## src/rtl/rf_writeback_arbiter.sv

```systemverilog
// ---------------------------------------------------------------------------
// rf_writeback_arbiter
//
// Shares the single register-file write port between NUM_REQ writeback
// sources using round-robin arbitration, and keeps a per-register busy
// scoreboard so decode can stall on reads of registers with pending writes.
// One write can be accepted every cycle.
//
// Ports
//   CLK, RST        clock and synchronous active-high reset
//   ISSUE_VALID     an instruction writing ISSUE_RD is issued this cycle
//   ISSUE_RD        destination register of the issued instruction
//   REQ_VALID       per-requester "result pending"
//   REQ_RD          packed destination addresses, slice i = [i*AW +: AW]
//   REQ_DATA        packed result data, slice i = [i*W +: W]
//   REQ_READY       one-hot grant (combinational), forced low during reset
//   RD_ADDRESS      registered write address to the register file
//   RD_DATA         registered write data to the register file
//   RD_WRITE_EN     registered write enable (never set for x0)
//   RS1/RS2_ADDRESS decode source addresses for the busy lookup
//   RS1/RS2_BUSY    source has a pending write not yet visible in the file
// ---------------------------------------------------------------------------
module rf_writeback_arbiter #(
    parameter int REGISTER_WIDTH = 32,
    parameter int REGISTER_DEPTH = 32,
    parameter int NUM_REQ        = 3,
    localparam int AW = $clog2(REGISTER_DEPTH),
    localparam int W  = REGISTER_WIDTH
) (
    input  logic                  CLK,
    input  logic                  RST,
    input  logic                  ISSUE_VALID,
    input  logic [AW-1:0]         ISSUE_RD,
    input  logic [NUM_REQ-1:0]    REQ_VALID,
    input  logic [NUM_REQ*AW-1:0] REQ_RD,
    input  logic [NUM_REQ*W-1:0]  REQ_DATA,
    output logic [NUM_REQ-1:0]    REQ_READY,
    output logic [AW-1:0]         RD_ADDRESS,
    output logic [W-1:0]          RD_DATA,
    output logic                  RD_WRITE_EN,
    input  logic [AW-1:0]         RS1_ADDRESS,
    input  logic [AW-1:0]         RS2_ADDRESS,
    output logic                  RS1_BUSY,
    output logic                  RS2_BUSY
);

    localparam int PW = (NUM_REQ > 1) ? $clog2(NUM_REQ) : 1;

    logic [PW-1:0]             ptr;
    logic [NUM_REQ-1:0]        grant;
    logic [PW-1:0]             grant_idx;
    logic                      transfer;
    logic [AW-1:0]             sel_rd;
    logic [W-1:0]              sel_data;
    logic [REGISTER_DEPTH-1:0] busy;
    logic [REGISTER_DEPTH-1:0] busy_nxt;

    // Round-robin pick: walk upward from the pointer with wrap and take the
    // first valid requester.
    function automatic logic [NUM_REQ-1:0] rr_pick(input logic [NUM_REQ-1:0] v,
                                                   input logic [PW-1:0]      p);
        logic [NUM_REQ-1:0] g;
        logic [PW-1:0]      idx;
        logic               found;
        g     = '0;
        found = 1'b0;
        for (int k = 0; k < NUM_REQ; k++) begin
            idx = PW'((int'(p) + k) % NUM_REQ);
            if (!found && v[idx]) begin
                g[idx] = 1'b1;
                found  = 1'b1;
            end
        end
        return g;
    endfunction

    // Grant is suppressed during reset so nothing is consumed that the
    // output stage would then drop.
    always_comb begin
        grant = RST ? '0 : rr_pick(REQ_VALID, ptr);
    end

    assign REQ_READY = grant;
    assign transfer  = |grant;

    // Encode the one-hot grant and mux the granted slice.
    always_comb begin
        grant_idx = '0;
        sel_rd    = '0;
        sel_data  = '0;
        for (int i = 0; i < NUM_REQ; i++) begin
            if (grant[i]) begin
                grant_idx = PW'(i);
            end
            sel_rd   = sel_rd   | ({AW{grant[i]}} & REQ_RD[i*AW +: AW]);
            sel_data = sel_data | ({W{grant[i]}}  & REQ_DATA[i*W +: W]);
        end
    end

    always_ff @(posedge CLK) begin
        if (RST) begin
            ptr <= '0;
        end else if (transfer) begin
            ptr <= (grant_idx == PW'(NUM_REQ - 1)) ? '0 : grant_idx + PW'(1);
        end
    end

    // Output stage: a write to x0 is consumed but never enabled.
    always_ff @(posedge CLK) begin
        if (RST) begin
            RD_WRITE_EN <= 1'b0;
            RD_ADDRESS  <= '0;
            RD_DATA     <= '0;
        end else if (transfer) begin
            RD_WRITE_EN <= (sel_rd != '0);
            RD_ADDRESS  <= sel_rd;
            RD_DATA     <= sel_data;
        end else begin
            RD_WRITE_EN <= 1'b0;
        end
    end

    // Scoreboard update: clear for the committing write first, then apply
    // the issue so a same-register set overrides the clear.
    always_comb begin
        busy_nxt = busy;
        if (RD_WRITE_EN) begin
            busy_nxt[RD_ADDRESS] = 1'b0;
        end
        if (ISSUE_VALID && (ISSUE_RD != '0)) begin
            busy_nxt[ISSUE_RD] = 1'b1;
        end
        busy_nxt[0] = 1'b0;
    end

    always_ff @(posedge CLK) begin
        if (RST) begin
            busy <= '0;
        end else begin
            busy <= busy_nxt;
        end
    end

    // The register file writes on the negedge, so a register being written
    // this cycle is already readable and must not stall decode.
    assign RS1_BUSY = (RS1_ADDRESS != '0) && busy[RS1_ADDRESS] &&
                      !(RD_WRITE_EN && (RD_ADDRESS == RS1_ADDRESS));
    assign RS2_BUSY = (RS2_ADDRESS != '0) && busy[RS2_ADDRESS] &&
                      !(RD_WRITE_EN && (RD_ADDRESS == RS2_ADDRESS));

endmodule

```

## config.mk

```make
export PLATFORM = sky130hd
export DESIGN_NAME = rf_writeback_arbiter
export DESIGN_NICKNAME = d
export VERILOG_FILES = /design/src/rtl/rf_writeback_arbiter.sv
export SDC_FILE = /design/constraint.sdc
export NUM_CORES = 1
export LEC_CHECK = 0
export BUFFER_PORTS_ARGS = -buffer_cell sky130_fd_sc_hd__buf_4
export CAP_MARGIN = 10
export CORE_ASPECT_RATIO = 2
export CORE_UTILIZATION = 52
export CTS_BUF_LIST = sky130_fd_sc_hd__clkbuf_16
export CTS_CLUSTER_SIZE = 12
export DETAILED_ROUTE_END_ITERATION = 7
export PLACE_DENSITY = 0.95
export SLEW_MARGIN = 25
export SYNTH_ARGS = -nofsm -noshare
export SYNTH_HDL_FRONTEND = slang
export SYNTH_SLANG_ARGS = --single-unit
```

## constraint.sdc

```tcl
create_clock -name CLK -period 3.8 [get_ports CLK]
set_clock_uncertainty 0.05 [all_clocks]
set_input_delay 0.38 -clock CLK [delete_from_list [all_inputs] [get_ports CLK]]
set_output_delay 0.38 -clock CLK [all_outputs]
set_load 0.01 [all_outputs]
```

==> impl_summary.txt <==
----------------------------------------------------
[Worst setup path]
  Critical path's top delay family ... buffers and inverters
  CP max stage delay ... 0.58 ns
  Slowest stage cell on the critical path ... sky130_fd_sc_hd__buf_4
  Critical path, cell by cell ... inv_1, ha_1, a22o_1, a211oi_2, o2111ai_4, nand2_2, buf_4, buf_4
  Reg2Reg Setup Slack ... roughly 0.73 ns
  CP arrival ... 2.96 ns
  Startpoint kind of the worst setup timing path ... flip-flop
  Worst path most repeated cell ... sky130_fd_sc_hd__buf_4
  Buffering stage count on the worst path with inverters included ... 3
  Crit Reg-Reg Startpoint ... ptr[0]
  Category of the worst setup path capture point ... output pin
  Capturing point of the worst reg2reg path ... RD_ADDRESS[3]
  Path type of the worst setup path ... flip-flop to output pin
  R2r worst-path depth ... 9
  Largest fanout on the critical path ... 73
  Endpoint required time on the critical path ... 3.37 ns

[Hold path]
  HP Class ... primary input to flip-flop
  Worst Hold Endpoint ... RD_ADDRESS[2]
  Hold_sp ... REQ_RD[2]
  Cell depth of the worst min-delay path ... 3

[Clock tree]
  Clock-pin slew reported for the worst setup and hold paths after clock tree synthesis ... around 0.050 ns
  Clk buf depth ... 2
  TritonCTS buffer count ... 9
  Clock latency of the later-clocked register in the worst-skew pair ... 0.33 ns
  Sink Count ... 71
  Setup Fix Bufs, Post-CTS ... 0
  Clock tree from TritonCTS ... done
  Clk Tree Root Cell ... sky130_fd_sc_hd__clkbuf_16
  Resize count post-CTS ... 0
  Cts hold-fix bufs ... 0
  H-tree lvl count ... 3

[Pwr]
  Cell internal pwr ... 2.11 mW
  Power share of the clock group ... between 10% and 20%
  Lkg Pwr ... 2.28 nW
  Overall power after layout ... 3.70 mW
  Switch Pwr ... 1.59 mW
  Switching share of power ... 43.1%
  Proportion of power drawn by combinational gates ... ~52%
  Power density normalized to cell area ... 652 nW/um2
  Peak supply drop ... 0.000542 V
  Portion of total power attributed to sequential cells ... 28.7%

[Synthesis]
  Yosys top cell area share ... 34.0%
  Post-synthesis sequential area ratio ... 34.0%
  Post-synth EDFFs ... 0
  Fraction of registers with async set or reset after synthesis ... 0%
  Yosys warning count ... 0
  Number of instances in the synthesized netlist ... 454
  Synth Flop Type ... sky130_fd_sc_hd__dfxtp_1
  Leading area contributor after synthesis ... sky130_fd_sc_hd__dfxtp_1
  Register bit total from synthesis ... 71
  Library cells used by synthesis ... 53
  Post-Syn Area per Cell ... about 9 um2
  Number of nets in the synthesized netlist ... 590
  Main area contributors after synthesis ... sky130_fd_sc_hd__dfxtp_1 34%, sky130_fd_sc_hd__mux4_2 9.7%, sky130_fd_sc_hd__a21oi_1 8.1%
  Post-synthesis instance area ... around 4200 um2

[Detailed routing]
  Pre-antenna DRT Iters ... 6
  DRT antenna net count ... 0
  Routed length per instance ... 20.1 um
  Drc violations ... 0
  Iteration-0 DRC Markers ... 567
  Routed vias ... 4679
  Post-detailed-route via-to-cell ratio ... 6.72
  Routed wire length ... 14000 um

[Timing]
  Transition time at the pin with the least slew margin ... roughly 1 ns
  Unrepaired setup endpoints after global routing ... false
  Fin crit period ... 3.39 ns
  Pins Over Slew Limit ... 0
  Final worst-path setup slack ... ~0.4 ns
  Number of setup violations in the final report ... 0
  Final hold viol count ... 0
  Setup TNS Final ... 0 ns
  Worst max-slew margin expressed relative to the limit ... 32.7%
  Hold_ws ... 0.243 ns
  Period Utilization, post-route ... 89.3%
  Maximum achievable frequency ... 295 MHz

[Die]
  Die W ... 65.4 um
  I/O pin count ... ~180
  Die area ... 8430 um2
  Area of the core region ... 7710 um2
  Die extent in y ... 129 um
  Effective utilization at floorplan ... 54.2%
  Number of cell rows ... 45

[Run status]
  Result of the run ... complete, no violations

[Placed design]
  Estimated wirelength of the detail-placed design ... 10100 um
  Gp weighted congestion ... about 0.89
  Count of input and output buffers ... 174
  Worst slack at placement ... 0.777 ns

[Global route]
  Vias in the first global route ... 4500
  Maximum number of pins on one net before global-route repair ... 74
  Gr ovfl total ... 0
  Antenna violations before repair ... 0
  Tot GR Track Use ... between 30% and 40%
  Global-route wire length before repair ... 21300 um

[Finish]
  Synth-to-Final Area Change ... 35.7%
  Register area ... 1420 um2
  Fraction of layout cells with a size suffix above 1 ... roughly two fifths
  Filler cell count in the final layout ... around 550
  Area taken by multi-input logic gates ... 2500 um2
  Number of diodes ... 0
  Net count, final ... 733

[Job]
  Number of violations of the max-capacitance limit ... 0

----------------------------------------------------
metrics by stage:
stage / instance area [um2] / utilization [%] / cells
finish: 5680 / 73.6 / 696
global placement: 5420 / 70.3 / 680
floorplan: 4180 / - / 454
detailed placement: 5420 / 70.3 / 680
global route: 5680 / 73.6 / 696
CTS: 5680 / 73.6 / 696
worst max path at each step:
stage                 from             to  depth (start not counted)
global route        ptr[0]   REQ_READY[1]                          8
detailed placement  ptr[0]  RD_ADDRESS[3]                          9
floorplan           ptr[0]   REQ_READY[0]                          8
finish              ptr[0]   REQ_READY[1]                          8
CTS                 ptr[0]   REQ_READY[1]                          8
global placement    ptr[0]   REQ_READY[1]                          8
logic make-up after synthesis:
| kind of cell | synth area share, % |
|---|---|
| muxes | 11.5 |
| AOI/OAI and AO/OA | 33.4 |
| xor gates and xnor gates | 2.09 |
| adders and majority gates | 1.20 |
| buffers and inverters | 6.22 |
| and+or+nand+nor | 11.7 |
| DFF | 34.0 |
cell usage after synthesis (2+ instances only):
cell	count
sky130_fd_sc_hd__buf_6	4
sky130_fd_sc_hd__ha_1	4
sky130_fd_sc_hd__dfxtp_1	71
sky130_fd_sc_hd__nand2b_1	4
sky130_fd_sc_hd__a21oi_1	68
sky130_fd_sc_hd__o21ai_0	33
sky130_fd_sc_hd__mux4_2	18
sky130_fd_sc_hd__a211oi_1	6
sky130_fd_sc_hd__mux2_2	3
sky130_fd_sc_hd__o211ai_2	2
sky130_fd_sc_hd__nand2_1	45
sky130_fd_sc_hd__and3b_1	3
sky130_fd_sc_hd__and3_1	2
sky130_fd_sc_hd__a222oi_1	34
sky130_fd_sc_hd__a31oi_1	3
sky130_fd_sc_hd__nor3_1	2
sky130_fd_sc_hd__nor4_1	7
sky130_fd_sc_hd__o21ai_2	2
sky130_fd_sc_hd__o41ai_1	31
sky130_fd_sc_hd__buf_2	16
sky130_fd_sc_hd__xor2_1	8
sky130_fd_sc_hd__nand3b_1	4
sky130_fd_sc_hd__nor3b_1	5
sky130_fd_sc_hd__nor2_1	7
sky130_fd_sc_hd__nand3_1	4
sky130_fd_sc_hd__mux2i_1	4
sky130_fd_sc_hd__clkbuf_1	27
sky130_fd_sc_hd__xnor2_1	2
sky130_fd_sc_hd__inv_1	6
sky130_fd_sc_hd__a21boi_0	2
sky130_fd_sc_hd__or3_1	4
sky130_fd_sc_hd__a311oi_1	2
worst register-to-register path: stages (launching register included):
cell                        delay [ns]
sky130_fd_sc_hd__dfxtp_1          0.39
sky130_fd_sc_hd__inv_1            0.08
sky130_fd_sc_hd__ha_1             0.41
sky130_fd_sc_hd__a22o_1           0.26
sky130_fd_sc_hd__a211oi_2         0.35
sky130_fd_sc_hd__o2111ai_4        0.19
sky130_fd_sc_hd__nand2_2          0.11
sky130_fd_sc_hd__buf_4            0.58
sky130_fd_sc_hd__a222oi_1         0.29
sky130_fd_sc_hd__a211oi_1         0.26
registers in the layout, summed over array words and instances (netlist names):
register,flops
ptr,2
RD_ADDRESS,5
RD_WRITE_EN,1
busy,31
RD_DATA,32
cell usage in the layout, fill, tap and decap left out, types with 5 or more instances in the layout:
cell type	netlist	layout
sky130_fd_sc_hd__o21ai_0	33	33
sky130_fd_sc_hd__o41ai_1	31	31
sky130_fd_sc_hd__inv_1	6	8
sky130_fd_sc_hd__nand2_1	45	44
sky130_fd_sc_hd__nor3b_1	5	5
sky130_fd_sc_hd__buf_4	1	180
sky130_fd_sc_hd__a21oi_1	68	68
sky130_fd_sc_hd__a211oi_1	6	6
sky130_fd_sc_hd__a222oi_1	34	34
sky130_fd_sc_hd__dfxtp_1	71	71
sky130_fd_sc_hd__nor4_1	7	7
sky130_fd_sc_hd__clkbuf_16	0	9
sky130_fd_sc_hd__xor2_1	8	8
sky130_fd_sc_hd__mux4_2	18	18
sky130_fd_sc_hd__nor2_1	7	7
final cells by class:
type                            count  share of cell area, %
Clock buffer                        9                   3.97
Tap cell                           94                   2.07
Timing Repair Buffer              180                   23.8
Inverter                            7                  0.463
Clock inverter                      7                  0.573
Multi-Input combinational cell    328                   44.1
Sequential cell                    71                   25.0
per-layer routing:
| metal | global-route usage, % | vias to the layer above | share of wire (%) |
|---|---|---|---|
| met4 | 19.7 | 0 | 4.6 |
| met3 | 7.54 | 57 | 8.1 |
| met2 | 60.0 | 318 | 54 |
| met5 | 0 | - | 0 |
| li1 | - | 2108 | - |
| met1 | 32.8 | 2196 | 33 |
power groups by stage:
stage          Sequential (mW)  Combinational (mW)  Clock, mW
6_report                  1.06                1.91      0.723
5_1_grt                   1.08                2.05      0.768
4_1_cts                   1.06                1.89      0.732
3_5_place_dp              1.07                1.88          0
3_3_place_gp              1.06                1.82          0
2_1_floorplan             1.07                1.32          0
Note: power is estimated with default switching activity, not from simulation.
